$ cat config.mk
export PLATFORM = sky130hd
export DESIGN_NAME = sound_event_arbiter
export DESIGN_NICKNAME = d
export VERILOG_FILES = /design/src/rtl/sound_pkg.sv /design/src/rtl/sound_event_arbiter_tone_gen.sv /design/src/rtl/sound_event_arbiter.sv
export SDC_FILE = /design/constraint.sdc
export NUM_CORES = 1
export LEC_CHECK = 0
export CAP_MARGIN = 10
export CELL_PAD_IN_SITES_DETAIL_PLACEMENT = 1
export CELL_PAD_IN_SITES_GLOBAL_PLACEMENT = 1
export CORE_AREA = 10 10 119 121
export CTS_BUF_LIST = sky130_fd_sc_hd__clkbuf_4
export DETAILED_ROUTE_END_ITERATION = 12
export DIE_AREA = 0 0 129 131
export PLACE_DENSITY_LB_ADDON = 0.1
export REMOVE_ABC_BUFFERS = 1
export SYNTH_ARGS = -nofsm -noshare
export SYNTH_HDL_FRONTEND = slang
export SYNTH_SLANG_ARGS = --single-unit
export TNS_END_PERCENT = 100
$ cat constraint.sdc
create_clock -name clk -period 3.3 [get_ports clk]
set_input_delay 0.825 -clock clk [delete_from_list [all_inputs] [get_ports clk]]
set_output_delay 0.825 -clock clk [all_outputs]
set_load 0.02 [all_outputs]
$ cat src/rtl/sound_pkg.sv
// Shared types, widths and the note ROM for the sound-event arbiter.
package sound_pkg;

  localparam int unsigned NUM_REQ = 4;
  localparam int unsigned ID_W    = 2;
  localparam int unsigned HP_W    = 16;
  localparam int unsigned FR_W    = 4;
  localparam int unsigned GAP_W   = 8;

  typedef enum logic [1:0] {IDLE, LOAD, PLAY, GAP} snd_state_t;

  typedef struct packed {
    logic [HP_W-1:0] half_period;
    logic [FR_W-1:0] frames;
  } note_t;

  // Note ROM: frames==0 marks the end of a sequence.
  function automatic note_t get_note(input logic [1:0] id, input logic [1:0] idx);
    note_t n;
    n = '0;
    case ({id, idx})
      4'b00_00: n = {16'd40000, 4'd8};
      4'b00_01: n = {16'd50000, 4'd8};
      4'b00_10: n = {16'd60000, 4'd8};
      4'b01_00: n = {16'd20000, 4'd4};
      4'b01_01: n = {16'd15000, 4'd4};
      4'b01_10: n = {16'd12500, 4'd6};
      4'b10_00: n = {16'd12500, 4'd3};
      4'b10_01: n = {16'd10000, 4'd3};
      4'b11_00: n = {16'd25000, 4'd2};
      default:  n = '0;
    endcase
    return n;
  endfunction

  // Lowest set index wins (index 0 = highest priority).
  function automatic logic [ID_W-1:0] first_set(input logic [NUM_REQ-1:0] v);
    logic [ID_W-1:0] r;
    r = '0;
    for (int i = 3; i >= 0; i--) begin
      if (v[i]) r = ID_W'(i);
    end
    return r;
  endfunction

endpackage

$ cat src/rtl/sound_event_arbiter_tone_gen.sv
// Square-wave generator: toggles wave every half_period cycles; 0 = rest.
module tone_gen
  import sound_pkg::*;
(
  input  logic            clk,
  input  logic            resetN,
  input  logic            clear,
  input  logic [HP_W-1:0] half_period,
  output logic            wave
);

  logic [HP_W-1:0] cnt_q;

  always_ff @(posedge clk) begin
    if (!resetN) begin
      cnt_q <= '0;
      wave  <= 1'b0;
    end else if (clear || half_period == '0) begin
      cnt_q <= '0;
      wave  <= 1'b0;
    end else if (cnt_q == half_period - HP_W'(1)) begin
      cnt_q <= '0;
      wave  <= ~wave;
    end else begin
      cnt_q <= cnt_q + HP_W'(1);
    end
  end

endmodule

$ cat src/rtl/sound_event_arbiter.sv
// Fixed-priority, pre-emptive arbiter sharing one buzzer among game sound events.
module sound_event_arbiter
  import sound_pkg::*;
#(
  parameter int unsigned GAP_FRAMES = 1
) (
  input  logic               clk,
  input  logic               resetN,
  input  logic               startOfFrame,
  input  logic               enable,
  input  logic [NUM_REQ-1:0] req,
  output logic               buzzer,
  output logic               busy,
  output logic [ID_W-1:0]    active_id
);

  snd_state_t         state_q, state_d;
  logic [NUM_REQ-1:0] pend_q, pend_d;
  logic [ID_W-1:0]    id_q, id_d;
  logic [1:0]         idx_q, idx_d;
  note_t              note_q, note_d, next_note;
  logic [FR_W-1:0]    fl_q, fl_d;
  logic [GAP_W-1:0]   gap_q, gap_d;
  logic               busy_q;
  logic               grant, advance, tone_clear;
  logic [NUM_REQ-1:0] drop_mask, clr_mask, higher;

  always_ff @(posedge clk) begin
    if (!resetN) begin
      state_q <= IDLE;
      pend_q  <= '0;
      id_q    <= '0;
      idx_q   <= '0;
      note_q  <= '0;
      fl_q    <= '0;
      gap_q   <= '0;
      busy_q  <= 1'b0;
    end else begin
      state_q <= state_d;
      pend_q  <= pend_d;
      id_q    <= id_d;
      idx_q   <= idx_d;
      note_q  <= note_d;
      fl_q    <= fl_d;
      gap_q   <= gap_d;
      busy_q  <= (state_d != IDLE);
    end
  end

  always_comb begin
    state_d   = state_q;
    pend_d    = pend_q;
    id_d      = id_q;
    idx_d     = idx_q;
    note_d    = note_q;
    fl_d      = fl_q;
    gap_d     = gap_q;
    grant     = 1'b0;
    advance   = 1'b0;
    next_note = get_note(id_q, 2'(idx_q + 2'd1));
    higher    = pend_q & NUM_REQ'((NUM_REQ'(1) << id_q) - NUM_REQ'(1));
    drop_mask = (state_q != IDLE) ? NUM_REQ'(NUM_REQ'(1) << id_q) : '0;
    clr_mask  = '0;

    if (!enable) begin
      state_d = IDLE;
      pend_d  = '0;
    end else begin
      case (state_q)
        IDLE: begin
          if (pend_q != '0) begin
            grant   = 1'b1;
            id_d    = first_set(pend_q);
            state_d = LOAD;
          end
        end
        LOAD: begin
          idx_d   = '0;
          note_d  = get_note(id_q, 2'd0);
          fl_d    = note_d.frames;
          state_d = PLAY;
        end
        PLAY: begin
          if (higher != '0) begin
            grant   = 1'b1;
            id_d    = first_set(higher);
            state_d = LOAD;
          end else if (startOfFrame) begin
            if (fl_q <= FR_W'(1)) begin
              if (idx_q == 2'd3 || next_note.frames == '0) begin
                gap_d   = '0;
                state_d = GAP;
              end else begin
                advance = 1'b1;
                idx_d   = 2'(idx_q + 2'd1);
                note_d  = next_note;
                fl_d    = next_note.frames;
              end
            end else begin
              fl_d = FR_W'(fl_q - FR_W'(1));
            end
          end
        end
        GAP: begin
          if (higher != '0) begin
            grant   = 1'b1;
            id_d    = first_set(higher);
            state_d = LOAD;
          end else if (startOfFrame) begin
            if (gap_q == GAP_W'(GAP_FRAMES - 1)) state_d = IDLE;
            else gap_d = GAP_W'(gap_q + GAP_W'(1));
          end
        end
        default: state_d = IDLE;
      endcase

      // New requests beat the grant clear; repeats of the active event are dropped.
      if (grant) clr_mask = NUM_REQ'(NUM_REQ'(1) << id_d);
      pend_d = (pend_q & ~clr_mask) | (req & ~drop_mask);
    end
  end

  // Tone restarts from silence on every note entry and stays silent outside PLAY.
  assign tone_clear = (state_q != PLAY) || (state_d != PLAY) || advance;

  tone_gen u_tone (
    .clk         (clk),
    .resetN      (resetN),
    .clear       (tone_clear),
    .half_period (note_q.half_period),
    .wave        (buzzer)
  );

  assign busy      = busy_q;
  assign active_id = id_q;

endmodule

==> run summary <==
Slowest cell on crit path - nor4_1
Starting DRT DRC Count - 114
Clock slew seen by the registers of the worst setup and hold paths - 0.17 ns
RSZ-0062 raised after global routing - false
Synthesized area per cell - 8.015 sq um
Critical path required time - 3.62 ns
Logic gate share of total power - 0.186
Number of inserted diodes - 0
Proportion of power drawn by the clock network - 0.301
Number of routed nets with antenna violations - 0
Post-layout utilization of the core - 0.3204
Overall power after layout - 1.336 mW
Top library cells by usage in the layout, fill and taps aside - dfxtp_1, nor2_1, nand2_1
CTS Hold Buffers Added - 0
Number of global-route vias before repair - 3,278
Site row count - 40
Finish-stage setup viols - 0
Number of top-level pins - 12
Most frequent standard cell in the layout excluding fill and tap cells - dfxtp_1
Synth-to-layout area growth - 12.70%
Share of synthesized flip-flops with an asynchronous set or reset - 0
Most frequently used flop master after synthesis - dfxtp_1
Wire length of the first global-routing pass - 16,820 microns
Vias per std cell - 5.289
Worst setup SP type - flip-flop
Count of unresolved DRC violations after routing - 0
Transition at the pin with the smallest max-transition slack - 0.6302 ns
Total power per unit cell area - 353.0 nW/um^2
TritonCTS clock tree - yes
Internal Pwr Total - 937.2 uW
Total congestion overflow after global routing - 0
Number of nets in the finished design - 454
Maximum achievable frequency - 353.0 MHz
Buffer cell driving the clock tree root - clkbuf_4
Core box area - 11,810 sq um
Worst Path Class, Setup - reg2reg
Floorplan die width - 129 microns
Area after detailed placement - 3685 sq um
EDFF count, synth - 0
Worst skew pair latency - 0.40 ns
Total of flip-flops plus latches after synthesis - 54
Tcrit/Tclk final - 0.8583
Count of TritonRoute iterations in the first routing pass - 4
Cells after synthesis - 419
Synth Warn # - 0
Pin count of the biggest net entering global routing - 23
Sequential element share of the synthesized area - 0.3219
Fraction of final layout cells sized beyond drive strength 1 - 0.07586
Peak VDD IR - 151.4 uV
Routability-driven placement congestion ratio - 0.7392
Endpoints failing hold - 0
Yosys cell types - 56
Clock skew after layout - 0.01566 ns
Reported leakage power - 1.454 nW
Storage cell area - 1081 sq um
Number of filler cells placed in the layout - 1,429
Area of the die - 16,900 sq um
Crit path capture type - flip-flop
Maximum clock insertion buffer count - 2
Max FO, Critical Path - 16
# port buffers - 11
Final setup TNS - 0 ns
Initial antenna violation count - 0
Total of max-cap violations - 0
H-tree depth - 2
Hpwl dp - 7182 microns
Drt total wl - 9735 microns
# clock sinks - 54
Worst hold path class - reg2reg
Post-detailed-route wirelength per cell - 16.73 microns
Crit path arrival time - 3.16 ns
Post-route minimum period - 2.833 ns
Slowest cell delay on critical path - 0.56 ns
Slew Limit Headroom - 0.5739
Total CTS buffers - 5
Vias - 3,078
Finished layout cell area - 3785 sq um
Vertical die dimension - 131 microns
Area taken by multi-input logic gates - 2151 sq um
Proportion of total power due to net switching - 0.2986
Overall track demand over capacity in global routing - 0.1216
Ordered cell list for the critical path - inv_1 > nand2_1 > ha_1 > nand2b_1 > o2111a_1 > o21ai_0 > nor4_1 > nand2_2 > nor3_1
Starting Density - 0.2843
Summed instance area of the synthesized netlist - 3358 sq um
Final count of pins violating max slew - 0
R2r setup slk - 0.47 ns
Status - finished clean
Part of the total power dissipated in sequential elements - 0.512
Net Switching - 399.0 uW
[synth_stat cells (all sizes together), types with 9 or more instances]
library cell / n / area [sq um]
a21oi: 30 / 150.1
xor2: 19 / 166.4
dfxtp: 54 / 1081
nor4: 10 / 77.57
and3: 9 / 56.30
inv: 15 / 56.30
clkbuf: 16 / 60.06
ha: 12 / 150.1
nand3: 15 / 75.07
o21ai: 21 / 105.1
nor2: 39 / 146.4
mux2i: 14 / 140.1
xnor2: 17 / 148.9
nand2: 34 / 127.6
nor3: 25 / 125.1
[power groups by stage]
stage               Sequential [mW]  Clock (mW)  Combinational (mW)
floorplan                     0.703           0               0.154
global placement              0.699           0               0.248
detailed placement            0.699           0               0.249
CTS                           0.685       0.426               0.251
global route                  0.688       0.446               0.283
finish                        0.684       0.403               0.249
[final timing paths]
kind                        start  cells after the start               end
setup / recovery     active_id[1]                      9  u_tone.cnt_q[10]
hold / removal    u_tone.cnt_q[0]                      1   u_tone.cnt_q[0]
setup reg to reg     active_id[1]                      9  u_tone.cnt_q[10]
hold reg to reg   u_tone.cnt_q[0]                      1   u_tone.cnt_q[0]
[critical path, delay by kind of cell (launching register included)]
kind,cells,cell delay [ns]
compound gates,2,0.34
flops,1,0.34
fa+ha+maj,1,0.32
buf+inv,1,0.17
simple gates,5,1.57
[layout make-up]
class,instances,share of cell area
Multi-Input combinational cell,332,0.5683
Sequential cell,54,0.2856
Timing Repair Buffer,26,0.06083
Tap cell,147,0.04859
Inverter,15,0.01488
Clock buffer,6,0.01190
Clock inverter,2,0.009917
[cells by family after synthesis]
logic type      Yosys count  synth area share
simple gates            166            0.2519
mux                      15           0.04508
flops                    54            0.3219
buf+inv                  33           0.03949
fa+ha+maj                12           0.04471
xor+xnor                 37            0.1006
compound gates          102            0.1964
[sequential cells by signal, summed over array words and instances (netlist names)]
name	cells
note_q	14
state_q	2
u_tone.cnt_q	16
u_tone.wave	1
gap_q	8
idx_q	2
active_id	2
busy	1
fl_q	4
pend_q	4
[routing by layer]
metal	vias to the layer above	share of wire	GRT usage
met1	1476	0.49	0.1529
met4	0	0.013	0.03344
met5	-	0	0
met2	37	0.47	0.2100
met3	8	0.025	0.02055
li1	1557	-	-
[metrics by stage]
stage / std cells / hold slack (ns) / setup slack (ns)
floorplan: 401 / 0.4331 / -0.6727
global placement: 573 / 0.4508 / 0.1379
detailed placement: 573 / 0.4567 / 0.003119
CTS: 581 / 0.4768 / 0.2882
global route: 582 / 0.5063 / 0.1670
finish: 582 / 0.4693 / 0.4675
[repair_timing]
item / CTS / global route
endpoints found under the hold margin: 0 / 0
endpoints found under the setup margin: 0 / 1
setup buffers: 0 / 0
resized for setup: 0 / 1
(Power assumes the default switching activity.)
